**config.mk**
```make
export PLATFORM = sky130hd
export DESIGN_NAME = mem_stage
export DESIGN_NICKNAME = d
export VERILOG_FILES = /design/src/rtl/mem_stage_pkg.sv /design/src/rtl/mem_align.sv /design/src/rtl/mem_stage.sv
export SDC_FILE = /design/constraint.sdc
export NUM_CORES = 1
export LEC_CHECK = 0
export ABC_AREA = 1
export CAP_MARGIN = 15
export CORE_UTILIZATION = 49
export DETAILED_ROUTE_END_ITERATION = 10
export HOLD_SLACK_MARGIN = 0.1
export PLACE_DENSITY = 0.87
export SLEW_MARGIN = 5
export SYNTH_ARGS = -nofsm -noshare
export SYNTH_HDL_FRONTEND = slang
export SYNTH_SLANG_ARGS = --single-unit
```
**constraint.sdc**
```tcl
create_clock -name clk -period 3.9 [get_ports clk]
set_input_delay 0.78 -clock clk [delete_from_list [all_inputs] [get_ports clk]]
set_output_delay 0.78 -clock clk [all_outputs]
set_load 0.05 [all_outputs]
```
**src/rtl/mem_stage_pkg.sv**
```systemverilog
// Shared opcodes, FSM encoding and access-classification helpers for the MEM stage.
package mem_stage_pkg;

    localparam logic [5:0] OpLw  = 6'h23;
    localparam logic [5:0] OpLb  = 6'h20;
    localparam logic [5:0] OpLbu = 6'h24;
    localparam logic [5:0] OpLh  = 6'h21;
    localparam logic [5:0] OpLhu = 6'h25;
    localparam logic [5:0] OpSw  = 6'h2B;
    localparam logic [5:0] OpSb  = 6'h28;
    localparam logic [5:0] OpSh  = 6'h29;

    typedef enum logic [1:0] {
        StIdle   = 2'd0,
        StAccess = 2'd1,
        StDone   = 2'd2
    } mem_state_e;

    function automatic logic is_store(logic [5:0] op);
        return (op == OpSw) || (op == OpSh) || (op == OpSb);
    endfunction

    function automatic logic is_mem(logic [5:0] op);
        return is_store(op) || (op == OpLw) || (op == OpLb) || (op == OpLbu) ||
               (op == OpLh) || (op == OpLhu);
    endfunction

    // Non-memory opcodes are never misaligned.
    function automatic logic misaligned(logic [5:0] op, logic [1:0] addr_lo);
        logic bad;
        case (op)
            OpLh, OpLhu, OpSh: bad = addr_lo[0];
            OpLw, OpSw:        bad = (addr_lo != 2'b00);
            default:           bad = 1'b0;
        endcase
        return bad;
    endfunction

endpackage

```
**src/rtl/mem_align.sv**
```systemverilog
// Combinational lane logic: byte enables, replicated store data, misalign flag and
// extended load data for the access currently held in M.
module mem_align
    import mem_stage_pkg::*;
(
    input  logic [5:0]  op,
    input  logic [1:0]  addr_lo,
    input  logic [31:0] store_data,
    input  logic [31:0] raw_rdata,
    output logic [3:0]  be,
    output logic [31:0] wdata,
    output logic        misalign,
    output logic [31:0] load_data
);

    logic [7:0]  byte_lane;
    logic [15:0] half_lane;

    // Pick the addressed byte / half-word out of the raw bus word.
    always_comb begin
        case (addr_lo)
            2'd0:    byte_lane = raw_rdata[7:0];
            2'd1:    byte_lane = raw_rdata[15:8];
            2'd2:    byte_lane = raw_rdata[23:16];
            default: byte_lane = raw_rdata[31:24];
        endcase
        half_lane = addr_lo[1] ? raw_rdata[31:16] : raw_rdata[15:0];
    end

    // Store lanes; loads read the whole word, so all enables are on.
    always_comb begin
        case (op)
            OpSb: begin
                be    = 4'b0001 << addr_lo;
                wdata = {4{store_data[7:0]}};
            end
            OpSh: begin
                be    = 4'b0011 << addr_lo;
                wdata = {2{store_data[15:0]}};
            end
            OpSw: begin
                be    = 4'b1111;
                wdata = store_data;
            end
            OpLw, OpLb, OpLbu, OpLh, OpLhu: begin
                be    = 4'b1111;
                wdata = 32'h0;
            end
            default: begin
                be    = 4'b0000;
                wdata = 32'h0;
            end
        endcase
    end

    // Load extension; stores and non-memory ops return zero.
    always_comb begin
        case (op)
            OpLb:    load_data = {{24{byte_lane[7]}}, byte_lane};
            OpLbu:   load_data = {24'h0, byte_lane};
            OpLh:    load_data = {{16{half_lane[15]}}, half_lane};
            OpLhu:   load_data = {16'h0, half_lane};
            OpLw:    load_data = raw_rdata;
            default: load_data = 32'h0;
        endcase
    end

    assign misalign = misaligned(op, addr_lo);

endmodule

```
**src/rtl/mem_stage.sv**
```systemverilog
// MIPS MEM stage: EX/MEM pipeline register plus a req/ack data-memory access engine
// that stalls upstream stages while an access is outstanding.
module mem_stage
    import mem_stage_pkg::*;
#(
    parameter int unsigned TIMEOUT = 16  // ACCESS cycles before bus error; 0 disables
) (
    input  logic        clk,
    input  logic        reset,
    input  logic [31:0] instrE,
    input  logic [31:0] alu_outE,
    input  logic [31:0] write_dataE,
    input  logic [31:0] pc_plus8E,
    output logic [31:0] instrM,
    output logic [31:0] alu_outM,
    output logic [31:0] pc_plus8M,
    output logic [31:0] read_dataM,
    output logic        stallM,
    output logic        addr_errM,
    output logic        bus_errM,
    output logic        dmem_req,
    output logic        dmem_we,
    output logic [31:0] dmem_addr,
    output logic [3:0]  dmem_be,
    output logic [31:0] dmem_wdata,
    input  logic        dmem_ack,
    input  logic [31:0] dmem_rdata
);

    mem_state_e  state_q, state_d;
    logic [31:0] store_data_q;
    logic [31:0] cnt_q;
    logic        start_access;
    logic        timeout_hit;
    logic        in_access;
    logic [3:0]  be;
    logic [31:0] wdata;
    logic [31:0] load_data;
    logic        misalign;

    mem_align u_align (
        .op         (instrM[31:26]),
        .addr_lo    (alu_outM[1:0]),
        .store_data (store_data_q),
        .raw_rdata  (dmem_rdata),
        .be         (be),
        .wdata      (wdata),
        .misalign   (misalign),
        .load_data  (load_data)
    );

    assign in_access    = (state_q == StAccess);
    assign start_access = is_mem(instrE[31:26]) && !misaligned(instrE[31:26], alu_outE[1:0]);
    assign timeout_hit  = (TIMEOUT != 0) && (cnt_q == TIMEOUT - 32'd1) && !dmem_ack;

    // State register.
    always_ff @(posedge clk or negedge reset) begin
        if (!reset) begin
            state_q <= StIdle;
        end else begin
            state_q <= state_d;
        end
    end

    // Next state: IDLE and DONE both capture, so they share the same decision.
    always_comb begin
        state_d = state_q;
        unique case (state_q)
            StIdle, StDone: state_d = start_access ? StAccess : StIdle;
            StAccess: begin
                if (dmem_ack || timeout_hit) begin
                    state_d = StDone;
                end
            end
            default: state_d = StIdle;
        endcase
    end

    // Bus and status outputs; request-side fields are only driven during ACCESS.
    always_comb begin
        stallM     = in_access;
        dmem_req   = in_access;
        dmem_we    = in_access && is_store(instrM[31:26]);
        dmem_be    = in_access ? be : 4'b0000;
        dmem_wdata = in_access ? wdata : 32'h0;
        dmem_addr  = {alu_outM[31:2], 2'b00};
        addr_errM  = misalign;
    end

    // M registers: capture whenever not stalled, otherwise run the access.
    always_ff @(posedge clk or negedge reset) begin
        if (!reset) begin
            instrM       <= 32'h0;
            alu_outM     <= 32'h0;
            pc_plus8M    <= 32'h0;
            store_data_q <= 32'h0;
            read_dataM   <= 32'h0;
            bus_errM     <= 1'b0;
            cnt_q        <= 32'h0;
        end else if (!in_access) begin
            instrM       <= instrE;
            alu_outM     <= alu_outE;
            pc_plus8M    <= pc_plus8E;
            store_data_q <= write_dataE;
            bus_errM     <= 1'b0;
            cnt_q        <= 32'h0;
            // Non-memory capture keeps the previous load result.
            if (misaligned(instrE[31:26], alu_outE[1:0])) begin
                read_dataM <= 32'h0;
            end
        end else begin
            cnt_q <= cnt_q + 32'd1;
            if (dmem_ack) begin
                read_dataM <= load_data;
            end else if (timeout_hit) begin
                bus_errM   <= 1'b1;
                read_dataM <= 32'h0;
            end
        end
    end

endmodule

```
# Word level (Yosys, flattened, before mapping)
# Index checks and enable logic that the tools add are counted.
dict set report totals {
  regBits 195
  latch_bits 0
  word_cells 85
  ramBits 0
  romBits 0
  input_bits 163
  n_memories 0
  out_inout_bits 201
}
dict set report classes {
  order_cmp 0
  mux 21
  n_addsub 1
  shifts 2
  eq_ne 25
  reduce_logical 28
  div 0
  multipliers 0
  bitwise 0
}
# operator n
set op_table {}
lappend op_table {{$mux W32} 6}
lappend op_table {{$pmux W32 S5} 1}
lappend op_table {{$eq A6 B6 Y1 const B} 16}
lappend op_table {{$pmux W32 S3} 1}
lappend op_table {{$add A32 B1 Y32 const B} 1}
lappend op_table {{$eq A32 B4 Y1 const B} 1}
lappend op_table {{$pmux W8 S3} 1}
lappend op_table {{$mux W16} 1}
lappend op_table {{$pmux W4 S3} 1}
lappend op_table {{$logic_or A1 B1 Y1} 10}
lappend op_table {{$reduce_bool A2 Y1} 3}
lappend op_table {{$reduce_or A2 Y1} 3}
lappend op_table {{$reduce_or A3 Y1} 2}
lappend op_table {{$reduce_or A6 Y1} 1}
lappend op_table {{$mux W1} 5}
lappend op_table {{$eq A2 B1 Y1 const B} 2}
lappend op_table {{$eq A2 B2 Y1 const B} 2}
lappend op_table {{$logic_not A2 Y1} 2}
lappend op_table {{$mux W4} 1}
lappend op_table {{$ne A2 B2 Y1 const B} 2}
lappend op_table {{$pmux W1 S2} 2}
lappend op_table {{$pmux W2 S2} 1}
lappend op_table {{$reduce_and A2 Y1} 2}
lappend op_table {{$shl A1 B2 Y4 const A} 1}
lappend op_table {{6 further kinds} 9}

# Logic depth before layout (Yosys ltp)
# Gate-level depths: netlist of the first run.
dict set report depth {
  word_depth 11
  mapped_depth 10
  mapped_depth_nobuf 9
}

# By module
# A second synthesis of the first run with hierarchy kept.
dict set report unflattened {
  hier_cells 1425
  area_unflattened_um2 10110.9
}
# module area_per_inst_um2 seq_area_each_um2 instances cells_each
set by_module_without_submodules {}
lappend by_module_without_submodules {mem_stage 8610.8 4879.7 1 1097}
lappend by_module_without_submodules {mem_align 1500.2 0.0 1 328}

# Worst setup path after synthesis of the first run
# OpenSTA, ideal clock, no wires.
dict set report synth_path {
  path_type {register -> output}
  startpoint {register instrM[29]}
  endpoint {output port dmem_wdata[0]}
  t_arrival_ps 2398
  stages_incl_launch_ff 9
  setup_slack_ps 722
  cell_sequence {dfrtp_1 inv_2 nor2_2 nand2_1 a21oi_2 inv_2 a21oi_4 inv_2 nor2_1}
}
dict set report synth_via {
  elab_chain_len 3
  word_cells_on_any_way 5
  classes_between {eq/ne: 3; mux: 2}
}
# item line_no
set synth_lines {}
lappend synth_lines {{start, declared} mem_stage.sv:14} ;# output logic [31:0] instrM,
lappend synth_lines {{start signal, assigned} mem_stage.sv:101} ;# instrM <= instrE;
lappend synth_lines {{$eq A6 B6 Y1} mem_align.sv:32} ;# case (op)
lappend synth_lines {{$pmux W32 S3 (*)} mem_align.sv:32}
lappend synth_lines {{$mux W32 (*)} mem_stage.sv:85} ;# dmem_wdata = in_access ? wdata : 32'h0;
lappend synth_lines {{end, declared} mem_stage.sv:25} ;# output logic [31:0] dmem_wdata,
# Every way passes the cells marked *; elsewhere a longest branch is shown, timed or not.

# Worst setup path after layout of the first run
dict set report layout_path {
  startpoint {register instrM[31]}
  endpoint {output port dmem_wdata[8]}
}
# The elaborated chain is that of the path after synthesis.

==> results of run 1 <==
-- kinds of logic (layout without fill, tap and decap cells) --
logic type / after synthesis / count (layout) / share of synthesized area (%)
compound gates: 130 / 130 / 7.13
fa+ha+maj: 1 / 1 / 0.126
simple gates: 830 / 830 / 33.1
buf+inv: 210 / 532 / 10.0
xor+xnor: 5 / 5 / 0.441
flops: 195 / 195 / 49.1
other cells: 1 / 2 / 0.0377
-- sequential cells by signal, indices dropped and copies added (netlist names) --
register and count:
alu_outM 32, bus_errM 1, cnt_q 32, instrM 32, pc_plus8M 32, read_dataM 32, state_q 2, store_data_q 32
-- metal layers --
layer  track usage, %  wire length (um)  up-vias
met1             39.2             13000     4717
met3             6.19              2280       97
met5                0                11        -
met2             52.8             16200      471
li1                 -                 -     4801
met4             14.1              1310        2
-- final cells by class --
| cell class | instances | share of cell area [%] |
|---|---|---|
| Inverter | 126 | 3.36 |
| Sequential cell | 195 | 34.4 |
| Clock inverter | 15 | 1.26 |
| Timing Repair Buffer | 374 | 26.9 |
| Tap cell | 265 | 2.34 |
| Clock buffer | 17 | 3.00 |
| Multi-Input combinational cell | 968 | 28.7 |
-- cells in the final DEF, fill, tap and decap left out, types with 2 or more instances in the layout --
master and count:
buf_4 20, a21oi_1 25, inv_8 6, xnor2_1 2, inv_2 11, dfrtp_1 195
nand2_1 586, clkdlybuf4s50_1 342, nor3_1 13, nor2_4 2, nor2_1 159, conb_1 2
clkinv_2 2, xor2_1 3, inv_6 4, clkinv_8 2, clkbuf_16 17, nand2_4 2
inv_1 112, o21ai_1 32, nand3_1 44, buf_12 11, o211ai_1 4, o21ai_0 61
nor2_2 6, nand4_1 11, nand3_2 3
-- worst paths after layout --
kind / start / endpoint / slack, ps / cells after the start
hold reg to reg: read_dataM[10] / read_dataM[10] / 470 / 2
min in group clk: read_dataM[10] / read_dataM[10] / 470 / 2
hold / removal: reset / read_dataM[0] / 370 / 1
setup / recovery: instrM[31] / dmem_wdata[8] / 190 / 9
setup reg to reg: state_q[0] / pc_plus8M[18] / 1250 / 7
max in group asynchronous: reset / cnt_q[13] / 2610 / 2
-- through the flow --
stage	cells	worst slack [ps]	power (mW)	util, %
finish	1960	192	6.06	72.1
global route	1960	31.6	6.29	72.1
CTS	1960	165	6.08	72.1
detailed placement	1928	659	4.26	69.0
global placement	1928	742	4.24	69.0
floorplan	1373	722	3.54	-
-- worst max-delay path: stages (launching register included) --
cell and delay [ps]:
dfrtp_1 420, inv_2 60, nor2_4 170, nand2_1 150, nor2_2 310, inv_2 160, o21ai_1 240, o21ai_0 110
inv_1 70, clkdlybuf4s50_1 790
-- synth_stat cells, types with 2 or more instances --
cell / n
a21oi_1: 25
buf_2: 31
buf_4: 36
buf_6: 4
clkbuf_1: 12
dfrtp_1: 195
inv_1: 112
inv_2: 12
nand2_1: 586
nand2_4: 2
nand3_1: 44
nand3_2: 4
nand4_1: 11
nor2_1: 159
nor2_2: 6
nor2_4: 2
nor3_1: 13
o211ai_1: 4
o21ai_0: 61
o21ai_1: 32
xnor2_1: 2
xor2_1: 3
-- report_power, final --
group | switching, mW | internal, mW
clock network | 0.890 | 0.927
logic | 1.28 | 0.609
registers | 0.137 | 2.21
total | 2.31 | 3.75
==> flow_summary_export.csv, run 1 <==
group,metric,value,unit
status,status,"completed",
logic_synthesis,synth_cell_types,38,
sta,fmax,0.270,GHz
route,drtIter0Drc,646,
pwr,leakage,6.90,nW
placement,port_buffers,361,
clock_tree,cts_buffers,17,
setup_path,crit_required,3120,ps
route,post_drt_wl_per_cell,16.7,um
floorplanning,row_count,51,
grt,grt_start_max_net_pins,103,
grt,antenna_found_initial,1,
sta,skew,15.1,ps
sta,whs,371,ps
placement,hpwl,24300,um
clock_tree,cts_root_buf,"clkbuf_16",
finish,area_growth,42.7,%
floorplanning,ios,364,
route,first_pass_iters,5,
route,vias_per_cell,5.15,
logic_synthesis,async_flop_share,100,%
setup_path,end_kind,"output pin",
finish,nNetsFinal,1846,
logic_synthesis,netlist.area_leader.share,49.1,%
logic_synthesis,ys.flop_type,"dfrtp_1",
clock_tree,clkSinkCount,195,
sta,rsz0062_at_grt,"no",
setup_path,critPathKind,"flip-flop to output pin",
floorplanning,design.core.area,19700,um2
logic_synthesis,netlist_instances,1372,
setup_path,critPathMaxFanout,7,
floorplanning,die_w,144,um
finish,fill_cells,1554,
grt,grt_pass1_vias,9667,
finish,fin_area,14200,um2
placement,placed_area,13600,um2
logic_synthesis,syn_avg_cell_area,7.24,um2
sta,min_period,3710,ps
finish,antenna_cells,0,
floorplanning,fp.dieH,144,um
clock_tree,cts_tree,"done",
clock_tree,clk-insertion-delay-late,450,ps
clock_tree,clk_path_buf_depth,2,
finish,ff_latch_area,4880,um2
pwr,irDropWorstVdd,0.311,mV
logic_synthesis,ys_seq_elements,195,
grt,grt-ovfl-total,0,
logic_synthesis,synth_edf_count,0,
clock_tree,cts_hold_buf,0,
finish,multi_input_area,4070,um2
grt,grt_pass1_wl,49700,um
route,vias,10100,
clock_tree,ctsResizeCount,0,
pwr,power.density,427,nW/um2
floorplanning,die_area,20800,um2
placement,globalplace.congestion,0.929,
logic_synthesis,netlist_area,9930,um2
clock_tree,cts_max_level,4,
clock_tree,post_cts_buffers,0,
clock_tree,clk_pin_slew,80,ps
logic_synthesis,yosys-top-cells-area,"dfrtp_1 (49%), nand2_1 (22%), nor2_1 (6.0%)",
logic_synthesis,synth_top_cell_by_area,"dfrtp_1",
route,ant_nets,0,
sta,final_hold_viol_count,0,
logic_synthesis,yosysWarnings,0,
sta,finalSetupViolCount,0,
sta,period_share,95.1,%
route,drcViolationCount,0,
sta,tightest_slew,1050,ps
sta,slew_viol_final,0,
finish,drive_above_1_share,5.60,%
job,max_cap_violations,0,
setup_path,start_kind,"flip-flop",
route,wl,32800,um
setup_path,arrival,2930,ps
floorplanning,start_util,50.5,%
sta,relSlewSlack,30.3,%
grt,grt_usage,31.5,%
logic_synthesis,yosysSeqAreaShare,49.1,%
sta,fin_setup_tns,0,ps
min_path,hold_class,"input port to asynchronous set/reset pin",
Note: power is estimated with default switching activity, not from simulation.
==> run 2, diff against run 1 <==
Settings changed: CORE_UTILIZATION 49 to 46, PLACE_DENSITY 0.87 to 0.82, SYNTH_HIERARCHICAL set to 1.
Clock period 3.9 ns to 4.1 ns, I/O delays scaled along.
==> run 2 against run 1 <==
Clock-buffer cell count did not move. Combinational power rose by 9%. Utilization is 5.0 points lower. Non-clock buffer count rose by 3. First-iteration DRC count increased by 28%. Total power decreased by 0.21%. Sequential share of layout area shrank 0.25 points. Clock power decreased by 7%. Setup slack worse by 15 ps. Critical endpoint is now dmem_wdata[4].
==> flow_summary_export.csv, run 2 <==
group,metric,value,unit
logic_synthesis,async_flop_share,100,%
logic_synthesis,synth_edf_count,0,
route,wl,33500,um
route,first_pass_iters,5,
logic_synthesis,synth_top_cell_by_area,"dfrtp_1",
logic_synthesis,synth_commonest_cells,"nand2_1 (675), dfrtp_1 (195), nor2_1 (175), inv_1 (91), nand3_1 (68)",
grt,grt_pass1_wl,52000,um
placement,dp_cells,1985,
clock_tree,clkSinkCount,195,
clock_tree,cts_max_level,4,
sta,slew_viol_final,0,
setup_path,start_kind,"flip-flop",
finish,nNetsFinal,1893,
floorplanning,start_util,47.5,%
finish,area_growth,41.2,%
clock_tree,cts_tree,"done",
sta,whs,447,ps
clock_tree,cts_buffers,17,
grt,grt_start_max_net_pins,90,
floorplanning,die_area,22600,um2
finish,fill_cells,1773,
logic_synthesis,netlist.area_leader.share,48.3,%
floorplanning,row_count,53,
setup_path,arrival,3100,ps
logic_synthesis,yosysMostFrequentCell,"nand2_1",
logic_synthesis,synthSimpleGateAreaFrac,38.6,%
logic_synthesis,netlist_instances,1425,
logic_synthesis,yosysWarnings,6,
finish,fin_cells,2019,
pwr,leakage,7.01,nW
route,vias,10300,
setup_path,crit_required,3280,ps
floorplanning,die_w,150,um
placement,hpwl,24600,um
pwr,power.density,423,nW/um2
grt,grt-ovfl-total,0,
sta,min_period,3920,ps
sta,finalSetupViolCount,0,
sta,final_hold_viol_count,0,
placement,globalplace.congestion,0.940,
clock_tree,clk_path_buf_depth,2,
logic_synthesis,synth_adder_area_share,0.124,%
setup_path,critPathMaxFanout,25,
route,post_drt_wl_per_cell,16.6,um
grt,grt_usage,30.0,%
logic_synthesis,ys.flop_type,"dfrtp_1",
logic_synthesis,synth_top_family_by_area,"simple AND/OR/NAND/NOR gates",
floorplanning,design.core.area,21300,um2
sta,skew,14.4,ps
status,status,"completed",
finish,ff_latch_area,4880,um2
setup_path,path_common_cell,"nor2_1",
finish,drive_above_1_share,4.48,%
grt,grt_pass1_vias,10000,
sta,tightest_slew,719,ps
logic_synthesis,ys_seq_elements,195,
sta,rsz0062_at_grt,"yes",
logic_synthesis,synth_mux_area_share,0,%
floorplanning,ios,364,
setup_path,path_cells,"inv_1 > nand2_1 > nor2_1 > nand2_1 > clkinv_2 > nor2_2 > nor2_1 > inv_1 > nor2_1 > clkdlybuf4s50_1",
finish,multi_input_area,4310,um2
sta,relSlewSlack,52.1,%
route,drtIter0Drc,824,
setup_path,cp_slowest_stage_delay,730,ps
logic_synthesis,synth-compound-area-share,3.21,%
setup_path,end_kind,"output pin",
setup_path,slowest_stage,"clkdlybuf4s50_1",
logic_synthesis,syn_avg_cell_area,7.10,um2
job,max_cap_violations,0,
logic_synthesis,yosys-top-cells-area,"dfrtp_1 (48%), nand2_1 (25%), nor2_1 (6.5%)",
finish,final_cell_mix,"nand2_1 (675), clkdlybuf4s50_1 (347), dfrtp_1 (195)",
finish,layout_commonest_cell,"nand2_1",
floorplanning,fp.dieH,150,um
route,vias_per_cell,5.12,
route,drcViolationCount,0,
logic_synthesis,synth_cell_types,32,
placement,port_buffers,361,
pwr,irDropWorstVdd,0.284,mV
route,ant_nets,0,
sta,fmax,0.255,GHz
setup_path,critPathKind,"flip-flop to output pin",
clock_tree,clk-insertion-delay-late,450,ps
logic_synthesis,synthXorXnorAreaFrac,0.520,%
sta,period_share,95.7,%
min_path,hold_class,"input port to asynchronous set/reset pin",
clock_tree,cts_root_buf,"clkbuf_16",
logic_synthesis,netlist_area,10100,um2
clock_tree,clk_pin_slew,80,ps
logic_synthesis,yosysSeqAreaShare,48.3,%
grt,antenna_found_initial,2,
clock_tree,post_cts_buffers,0,
[run 2: logic make-up (layout without fill, tap and decap cells)]
kind of cell	count (synthesis)	in the layout
xor+xnor	6	6
other cells	1	4
simple gates	976	976
buf+inv	190	506
compound gates	56	56
fa+ha+maj	1	1
flops	195	195
[run 2: what timing repair did]
item / in CTS / in global routing
hold buffers: 0 / 0
endpoints found under the setup margin: 0 / 18
gates resized for setup: 0 / 10
[run 2: power breakdown]
part	switching, mW	leakage [nW]	internal (mW)
logic	1.41	4.27	0.653
clock network	0.858	0.292	0.829
registers	0.167	2.45	2.13
[run 2: cell type report]
type                            count  area share, %
Tap cell                          275           2.41
Multi-Input combinational cell   1041           30.2
Timing Repair Buffer              377           26.3
Sequential cell                   195           34.2
Clock inverter                     15           1.26
Clock buffer                       17           2.98
Inverter                           97           2.59
Antenna cell                        2         0.0351
[run 2: stage by stage]
| step | TNS, ps | power (mW) | worst slack (ps) | cell area [um2] | util (%) |
|---|---|---|---|---|---|
| after floorplan | 0 | 3.62 | 1110 | 10100 | - |
| after global placement | 0 | 4.35 | 701 | 13600 | 64.1 |
| after detailed placement | 0 | 4.38 | 615 | 13600 | 64.1 |
| after CTS | 0 | 6.06 | 95.7 | 14200 | 66.9 |
| after global routing | -6.16 | 6.30 | -6.16 | 14300 | 67.1 |
| final | 0 | 6.04 | 177 | 14300 | 67.1 |
[run 2: final timing paths]
check	depth (start not counted)	slack, ps	from	to
min in group clk	1	460	cnt_q[0]	cnt_q[0]
worst max-delay path	10	180	instrM[30]	dmem_wdata[4]
max in group asynchronous	2	2730	reset	store_data_q[16]
worst min register to register	1	460	cnt_q[0]	cnt_q[0]
worst max register to register	9	1870	state_q[0]	read_dataM[7]
worst min-delay path	1	450	reset	read_dataM[21]
[run 2: per-layer routing]
metal | global-route usage (%) | vias up | wire [um]
met2 | 50.6 | 504 | 16300
met5 | 0 | - | 0
li1 | - | 4962 | -
met1 | 37.6 | 4813 | 13300
met3 | 7.24 | 61 | 2970
met4 | 10.0 | 0 | 885
[run 2: critical path: cells and delay by family, from the launching register on]
family                 cells  cell delay, ps
flip-flops                 1             450
buffers and inverters      4            1230
AND/OR/NAND/NOR            6             980
